==> src/rtl/multicycle_datapath.sv <==
// Multicycle MIPS-subset core with req/ready instruction and data ports.
// Define MULTICYCLE_BRANCH_EN to execute beq/j; otherwise they trap as illegal.
module multicycle_datapath #(
  parameter int               WIDTH    = 32,
  parameter int               NREGS    = 32,
  parameter logic [WIDTH-1:0] RESET_PC = '0
) (
  input  logic             clock,
  input  logic             reset_n,
  output logic             imemReq,
  output logic [WIDTH-1:0] imemAddr,
  input  logic             imemReady,
  input  logic [31:0]      imemData,
  output logic             dmemReq,
  output logic             dmemWe,
  output logic [WIDTH-1:0] dmemAddr,
  output logic [WIDTH-1:0] dmemWdata,
  input  logic             dmemReady,
  input  logic [WIDTH-1:0] dmemRdata,
  output logic [WIDTH-1:0] pcQ,
  output logic [31:0]      instr,
  output logic             regWriteEnable,
  output logic [2:0]       state,
  output logic             illegal
);

  // state | meaning: FETCH instr+pc | DECODE read A/B | EXEC alu/branch | MEM data access | WB reg write
  typedef enum logic [2:0] {
    FETCH  = 3'd0,
    DECODE = 3'd1,
    EXEC   = 3'd2,
    MEM    = 3'd3,
    WB     = 3'd4
  } state_t;

  localparam int RW = $clog2(NREGS);

  localparam logic [5:0] OP_RTYPE = 6'h00;
  localparam logic [5:0] OP_ADDI  = 6'h08;
  localparam logic [5:0] OP_LW    = 6'h23;
  localparam logic [5:0] OP_SW    = 6'h2B;
  localparam logic [5:0] FN_ADD   = 6'h20;
  localparam logic [5:0] FN_SUB   = 6'h22;
  localparam logic [5:0] FN_AND   = 6'h24;
  localparam logic [5:0] FN_OR    = 6'h25;
  localparam logic [5:0] FN_SLT   = 6'h2A;

  state_t state_q, state_d, exec_next;

  logic [WIDTH-1:0] rf [NREGS];
  logic [WIDTH-1:0] a_q, b_q, alu_out, mdr;
  logic [WIDTH-1:0] signimm, alu_result;
  logic [5:0]       opcode, funct;
  logic [RW-1:0]    rs, rt, rd, dest;
  logic             exec_legal;

  assign opcode  = instr[31:26];
  assign funct   = instr[5:0];
  assign rs      = instr[21 +: RW];
  assign rt      = instr[16 +: RW];
  assign rd      = instr[11 +: RW];
  assign dest    = (opcode == OP_RTYPE) ? rd : rt;
  assign signimm = WIDTH'(signed'(instr[15:0]));

`ifdef MULTICYCLE_BRANCH_EN
  localparam logic [5:0] OP_BEQ = 6'h04;
  localparam logic [5:0] OP_J   = 6'h02;

  logic             pc_load;
  logic [WIDTH-1:0] pc_target, jump_target;

  // Narrow PCs keep only the low bits of the 28-bit jump region.
  if (WIDTH > 28) begin : g_jump_wide
    assign jump_target = {pcQ[WIDTH-1:28], instr[25:0], 2'b00};
  end else begin : g_jump_narrow
    assign jump_target = WIDTH'({instr[25:0], 2'b00});
  end
`endif

  always_comb begin
    alu_result = '0;
    exec_legal = 1'b0;
    exec_next  = FETCH;
`ifdef MULTICYCLE_BRANCH_EN
    pc_load    = 1'b0;
    pc_target  = pcQ;
`endif
    case (opcode)
      OP_RTYPE: begin
        exec_legal = 1'b1;
        exec_next  = WB;
        case (funct)
          FN_ADD:  alu_result = a_q + b_q;
          FN_SUB:  alu_result = a_q - b_q;
          FN_AND:  alu_result = a_q & b_q;
          FN_OR:   alu_result = a_q | b_q;
          FN_SLT:  alu_result = WIDTH'($signed(a_q) < $signed(b_q));
          default: exec_legal = 1'b0;
        endcase
      end
      OP_ADDI: begin
        exec_legal = 1'b1;
        exec_next  = WB;
        alu_result = a_q + signimm;
      end
      OP_LW, OP_SW: begin
        exec_legal = 1'b1;
        exec_next  = MEM;
        alu_result = a_q + signimm;
      end
`ifdef MULTICYCLE_BRANCH_EN
      OP_BEQ: begin
        exec_legal = 1'b1;
        pc_load    = (a_q == b_q);
        pc_target  = pcQ + (signimm << 2);
      end
      OP_J: begin
        exec_legal = 1'b1;
        pc_load    = 1'b1;
        pc_target  = jump_target;
      end
`endif
      default: exec_legal = 1'b0;
    endcase
  end

  always_comb begin
    state_d = state_q;
    case (state_q)
      FETCH:   if (imemReady) state_d = DECODE;
      DECODE:  state_d = EXEC;
      EXEC:    state_d = exec_legal ? exec_next : FETCH;
      MEM:     if (dmemReady) state_d = (opcode == OP_SW) ? FETCH : WB;
      WB:      state_d = FETCH;
      default: state_d = FETCH;
    endcase
  end

  always_ff @(posedge clock or negedge reset_n) begin
    if (!reset_n) state_q <= FETCH;
    else          state_q <= state_d;
  end

  always_ff @(posedge clock or negedge reset_n) begin
    if (!reset_n) begin
      pcQ     <= RESET_PC;
      instr   <= '0;
      illegal <= 1'b0;
      a_q     <= '0;
      b_q     <= '0;
      alu_out <= '0;
      mdr     <= '0;
      for (int i = 0; i < NREGS; i++) rf[i] <= '0;
    end else begin
      case (state_q)
        FETCH: begin
          if (imemReady) begin
            instr <= imemData;
            pcQ   <= pcQ + WIDTH'(4);
          end
        end
        DECODE: begin
          a_q <= rf[rs];
          b_q <= rf[rt];
        end
        EXEC: begin
          if (exec_legal) begin
            alu_out <= alu_result;
`ifdef MULTICYCLE_BRANCH_EN
            if (pc_load) pcQ <= pc_target;
`endif
          end else begin
            illegal <= 1'b1;
          end
        end
        MEM: if (dmemReady && opcode == OP_LW) mdr <= dmemRdata;
        // Register 0 is never written, so it reads as zero without a read mux.
        WB: if (dest != '0) rf[dest] <= (opcode == OP_LW) ? mdr : alu_out;
        default: ;
      endcase
    end
  end

  assign imemReq        = (state_q == FETCH);
  assign imemAddr       = pcQ;
  assign dmemReq        = (state_q == MEM);
  assign dmemWe         = (state_q == MEM) && (opcode == OP_SW);
  assign dmemAddr       = alu_out;
  assign dmemWdata      = b_q;
  assign regWriteEnable = (state_q == WB);
  assign state          = state_q;

endmodule

==> config.mk <==
export PLATFORM = sky130hd
export DESIGN_NAME = multicycle_datapath
export DESIGN_NICKNAME = d
export VERILOG_FILES = /design/src/rtl/multicycle_datapath.sv
export SDC_FILE = /design/constraint.sdc
export NUM_CORES = 2
export LEC_CHECK = 0
export CORE_MARGIN = 1
export CORE_UTILIZATION = 55
export DETAILED_ROUTE_END_ITERATION = 12
export PLACE_DENSITY = 0.75
export SYNTH_ARGS = -nofsm -noshare
export SYNTH_HDL_FRONTEND = slang
export SYNTH_SLANG_ARGS = --single-unit
==> constraint.sdc <==
create_clock -name clock -period 9.25 [get_ports clock]
set_input_delay 2.775 -clock clock [delete_from_list [all_inputs] [get_ports clock]]
set_output_delay 2.775 -clock clock [all_outputs]
set_load 0.01 [all_outputs]
==> flow_summary.rst <==
.. list-table::
   :header-rows: 1

   * - Metric
     - Value
   * - Final hold violations
     - 0
   * - Data arrival time at the worst-slack endpoint
     - around 2.8 ns
   * - Antenna diode instance count
     - 0
   * - Type of element capturing the critical path
     - primary output
   * - Post-CTS Hold Fix Bufs
     - 0
   * - Run status
     - finished clean
   * - Total of endpoints with negative setup slack in the final report
     - 0
   * - Post-Syn Area
     - between 0.06 and 0.07 mm^2
   * - Count of flip-flops with a built-in enable after synthesis
     - 0
   * - Cts bufs inserted
     - 130
   * - H-tree lvl count
     - 4
   * - Gate count after technology mapping
     - between 5000 and 6000
   * - Total of fill cells in the finished design
     - ~9000
   * - Final global-route overflow total
     - 0
   * - Worst hold-check slack
     - about 0.40 ns
   * - Post-Syn Area per Cell
     - roughly 11 um^2
   * - Number of routed nets with antenna violations
     - 0
   * - Detailed-routing iteration count for the pre-antenna-repair pass
     - 8
   * - Largest voltage drop on the vdd net
     - roughly 0.00021 V
   * - Areal power density over the cells
     - ~350 mW/mm^2
   * - Worst clock skew
     - 0.0286 ns
   * - IO buf count
     - roughly 230
   * - Launching element of the worst setup path
     - state[0]
   * - GP Congestion
     - roughly 1
   * - Cell at the root of the clock tree
     - sky130_fd_sc_hd__clkbuf_16
   * - Total wire length
     - between 200000 and 250000 um
   * - HP Start
     - rf[1022]
   * - Vias per cell
     - ~6.7
   * - Buffers & Inverters on Critical Path
     - 2
   * - Gr usage total
     - 0.346
   * - Layout cell share with drive strength beyond 1
     - 0.190
   * - Design area
     - around 0.073 mm^2
   * - Global-route wire length before repair
     - around 310000 um
   * - Initial Util
     - 0.558
   * - Final period utilization
     - 0.600
   * - Area of the core region
     - roughly 0.12 mm^2
   * - Required time worst endpoint
     - 6.48 ns
   * - # DRC
     - 0
   * - Minimum clock period
     - around 5.5 ns
   * - Setup TNS Final
     - 0 ns
   * - Antenna violations before repair
     - 1
   * - Count of distinct cell types in the synthesized netlist
     - 87
   * - Die area
     - 0.122 mm^2
   * - Area post-placement
     - 0.0690 mm^2
   * - Vias in the first global route
     - 50439
   * - Class of the most critical setup path
     - reg2out
   * - Number of warning messages in the yosys log
     - 0
   * - Final-stage net count
     - ~6000
   * - Prevailing post-synth register cell
     - sky130_fd_sc_hd__dfrtp_1
   * - Maxcap violations
     - 0
   * - Sequential-to-total area share from yosys stat
     - 0.461
   * - Startpoint of the lowest-slack register-to-register path
     - instr[16]
   * - Startpoint type of the worst setup path
     - flop
   * - Async set or reset register ratio after synthesis
     - 1.00
   * - FP Rows
     - 126
   * - Max-Slew Margin vs Limit
     - 0.194
   * - Buffer depth of the longest clock path
     - 3
   * - Worst slew pin tran
     - approximately 1.2 ns
   * - Synthesis-stage register bit count
     - ~1200
   * - Chip height
     - 349 um
   * - Top achievable clock speed
     - ~180 MHz
   * - Number of setup buffers added after CTS
     - 0
   * - Overall Power
     - 25.7 mW
   * - Cell Chain, Critical Path
     - inv_1 > nor3b_1 > and3_1 > clkdlybuf4s50_1
   * - I/O pin total
     - approximately 240
   * - Number of gates resized after cts
     - 0
   * - Highest fanout seen on the critical path
     - 10
   * - Signed area change from the synthesized netlist to the final layout
     - 11.2%
   * - Static power due to leakage
     - ~32 nW
   * - Drt wl/cell
     - 27.8 um
   * - Detailed-placement wirelength estimate
     - 121000 um
   * - Slowest stage cell, crit path
     - sky130_fd_sc_hd__nor3b_1
   * - Total clock sinks
     - 1218
   * - RSZ-0062 raised after global routing
     - no
   * - Cell family with most CP delay
     - simple AND/OR/NAND/NOR gates
   * - Worst Hold Class
     - reg2reg
   * - Width of the die
     - 349 um
   * - Largest net degree at the start of global routing
     - between 150 and 200
   * - Count of final max-slew check failures
     - 0
   * - Vias after detailed routing
     - between 50000 and 60000
   * - Starting DRT DRC Count
     - between 6000 and 7000
   * - Clock latency at the later pin of the worst-skew pair
     - approximately 0.77 ns
   * - TritonCTS clock tree
     - done
   * - Maximum single-stage delay on the critical path
     - between 0.5 and 0.6 ns
   * - Clock input transition at the sequential cells of the worst setup and hold paths
     - 0.06 ns
-- sequential cells by signal, indices dropped and copies added, names as in the netlist --
register / count
illegal: 1
dmemAddr: 32
dmemWdata: 32
a_q: 32
mdr: 32
instr: 32
state: 3
imemAddr: 30
rf: 1024
-- cell usage in the layout, fill, tap and decap left out, types with 40 or more instances in the layout --
cell type                            n
sky130_fd_sc_hd__a21oi_1           739
sky130_fd_sc_hd__dfrtp_1          1208
sky130_fd_sc_hd__ha_1              128
sky130_fd_sc_hd__buf_4              84
sky130_fd_sc_hd__mux2i_1            73
sky130_fd_sc_hd__o21ai_0           512
sky130_fd_sc_hd__nand3_1            40
sky130_fd_sc_hd__xnor2_1            46
sky130_fd_sc_hd__clkdlybuf4s50_1   230
sky130_fd_sc_hd__inv_1             104
sky130_fd_sc_hd__clkbuf_16         132
sky130_fd_sc_hd__mux4_2            640
sky130_fd_sc_hd__mux2_2             65
sky130_fd_sc_hd__nor2_1            722
sky130_fd_sc_hd__nand2_1           545
-- per-stage QoR --
stage / setup slack (ns) / util / instances
CTS: 3.70 / 0.620 / 7454
floorplan: 4.83 / - / 5903
detailed placement: 4.09 / 0.582 / 7221
finish: 3.70 / 0.620 / 7454
global placement: 4.11 / 0.582 / 7221
global route: 3.61 / 0.620 / 7454
-- power breakdown --
| part | leakage, nW | total (mW) | switching (mW) | internal, mW |
|---|---|---|---|---|
| combinational | 12.7 | 11.7 | 6.56 | 5.11 |
| clock | 2.18 | 5.42 | 2.29 | 3.13 |
| sequential | 16.7 | 8.60 | 1.86 | 6.74 |
| total | 31.5 | 25.7 | 10.7 | 15.0 |
-- routing by layer --
metal / track usage / up-vias / routed length [um]
li1: - / 21140 / -
met4: 0.163 / 0 / 10500
met3: 0.0984 / 668 / 24500
met1: 0.454 / 25469 / 76100
met5: 0 / - / 0
met2: 0.536 / 3037 / 96200
-- cells in the mapped netlist (12+ instances only) --
| library cell | number | share of area |
|---|---|---|
| sky130_fd_sc_hd__buf_4 | 36 | 0.0041 |
| sky130_fd_sc_hd__ha_1 | 128 | 0.024 |
| sky130_fd_sc_hd__o21ai_0 | 512 | 0.039 |
| sky130_fd_sc_hd__inv_1 | 104 | 0.0059 |
| sky130_fd_sc_hd__xnor2_1 | 46 | 0.0061 |
| sky130_fd_sc_hd__nand2_1 | 555 | 0.032 |
| sky130_fd_sc_hd__nor2_1 | 725 | 0.041 |
| sky130_fd_sc_hd__buf_1 | 84 | 0.0048 |
| sky130_fd_sc_hd__clkbuf_1 | 365 | 0.021 |
| sky130_fd_sc_hd__o31ai_1 | 13 | 0.0015 |
| sky130_fd_sc_hd__nand4_1 | 17 | 0.0016 |
| sky130_fd_sc_hd__o21ai_1 | 12 | 0.00091 |
| sky130_fd_sc_hd__o21bai_1 | 19 | 0.0022 |
| sky130_fd_sc_hd__a221oi_1 | 18 | 0.0024 |
| sky130_fd_sc_hd__o22ai_1 | 16 | 0.0015 |
| sky130_fd_sc_hd__a22oi_1 | 14 | 0.0016 |
| sky130_fd_sc_hd__mux4_2 | 640 | 0.22 |
| sky130_fd_sc_hd__and3_1 | 28 | 0.0026 |
| sky130_fd_sc_hd__nand2b_1 | 21 | 0.0020 |
| sky130_fd_sc_hd__dfrtp_1 | 1218 | 0.46 |
| sky130_fd_sc_hd__nand3_1 | 41 | 0.0031 |
| sky130_fd_sc_hd__and2_1 | 14 | 0.0013 |
| sky130_fd_sc_hd__o221ai_1 | 22 | 0.0029 |
| sky130_fd_sc_hd__buf_2 | 120 | 0.0091 |
| sky130_fd_sc_hd__a21oi_1 | 739 | 0.056 |
| sky130_fd_sc_hd__a21o_1 | 17 | 0.0019 |
| sky130_fd_sc_hd__xor2_1 | 18 | 0.0024 |
| sky130_fd_sc_hd__mux2_2 | 65 | 0.011 |
| sky130_fd_sc_hd__a221o_1 | 18 | 0.0027 |
| sky130_fd_sc_hd__mux2i_1 | 105 | 0.016 |
| sky130_fd_sc_hd__nor3_1 | 22 | 0.0017 |
| sky130_fd_sc_hd__a211oi_1 | 12 | 0.0014 |
-- worst register-to-register path, stage by stage (launching register included) --
cell and delay (ns):
sky130_fd_sc_hd__dfrtp_4 1.07, sky130_fd_sc_hd__buf_12 0.78, sky130_fd_sc_hd__buf_4 0.91, sky130_fd_sc_hd__mux4_2 0.64, sky130_fd_sc_hd__mux4_2 0.48, sky130_fd_sc_hd__mux2i_1 0.40
sky130_fd_sc_hd__a21oi_1 0.13
-- worst paths after layout --
kind	depth (start not counted)	to	slack (ns)
min	0	rf[1022]	0.40
min in group asynchronous	1	rf[552]	2.10
max	4	dmemWe	3.70
min reg2reg	0	rf[1022]	0.40
max in group asynchronous	3	imemAddr[25]	5.38
max reg2reg	6	dmemWdata[20]	4.65
-- cell families (layout without fill, tap and decap cells) --
group / count (synthesis) / after routing / share of synthesized area
AO/OA/AOI/OAI: 1493 / 1493 / 0.125
AND/OR/NAND/NOR: 1472 / 1472 / 0.0904
flip-flops: 1218 / 1218 / 0.461
multiplexers: 810 / 810 / 0.245
buffers and inverters: 711 / 662 / 0.0447
adder cells (fa/ha/maj): 131 / 131 / 0.0251
XOR/XNOR: 64 / 64 / 0.00848
other: 1 / 4 / 0.0000567
-- layout make-up --
type,count,area (um^2),share of cell area
clock inverters,56,736,0.0100
inverters,106,398,0.00541
well taps,1600,2000,0.0272
repair buffers,323,3110,0.0424
flip-flops and latches,1218,30500,0.415
multi-input cells,3974,33000,0.449
clock buffers,177,3710,0.0505
Note: power is estimated with default switching activity, not from simulation.
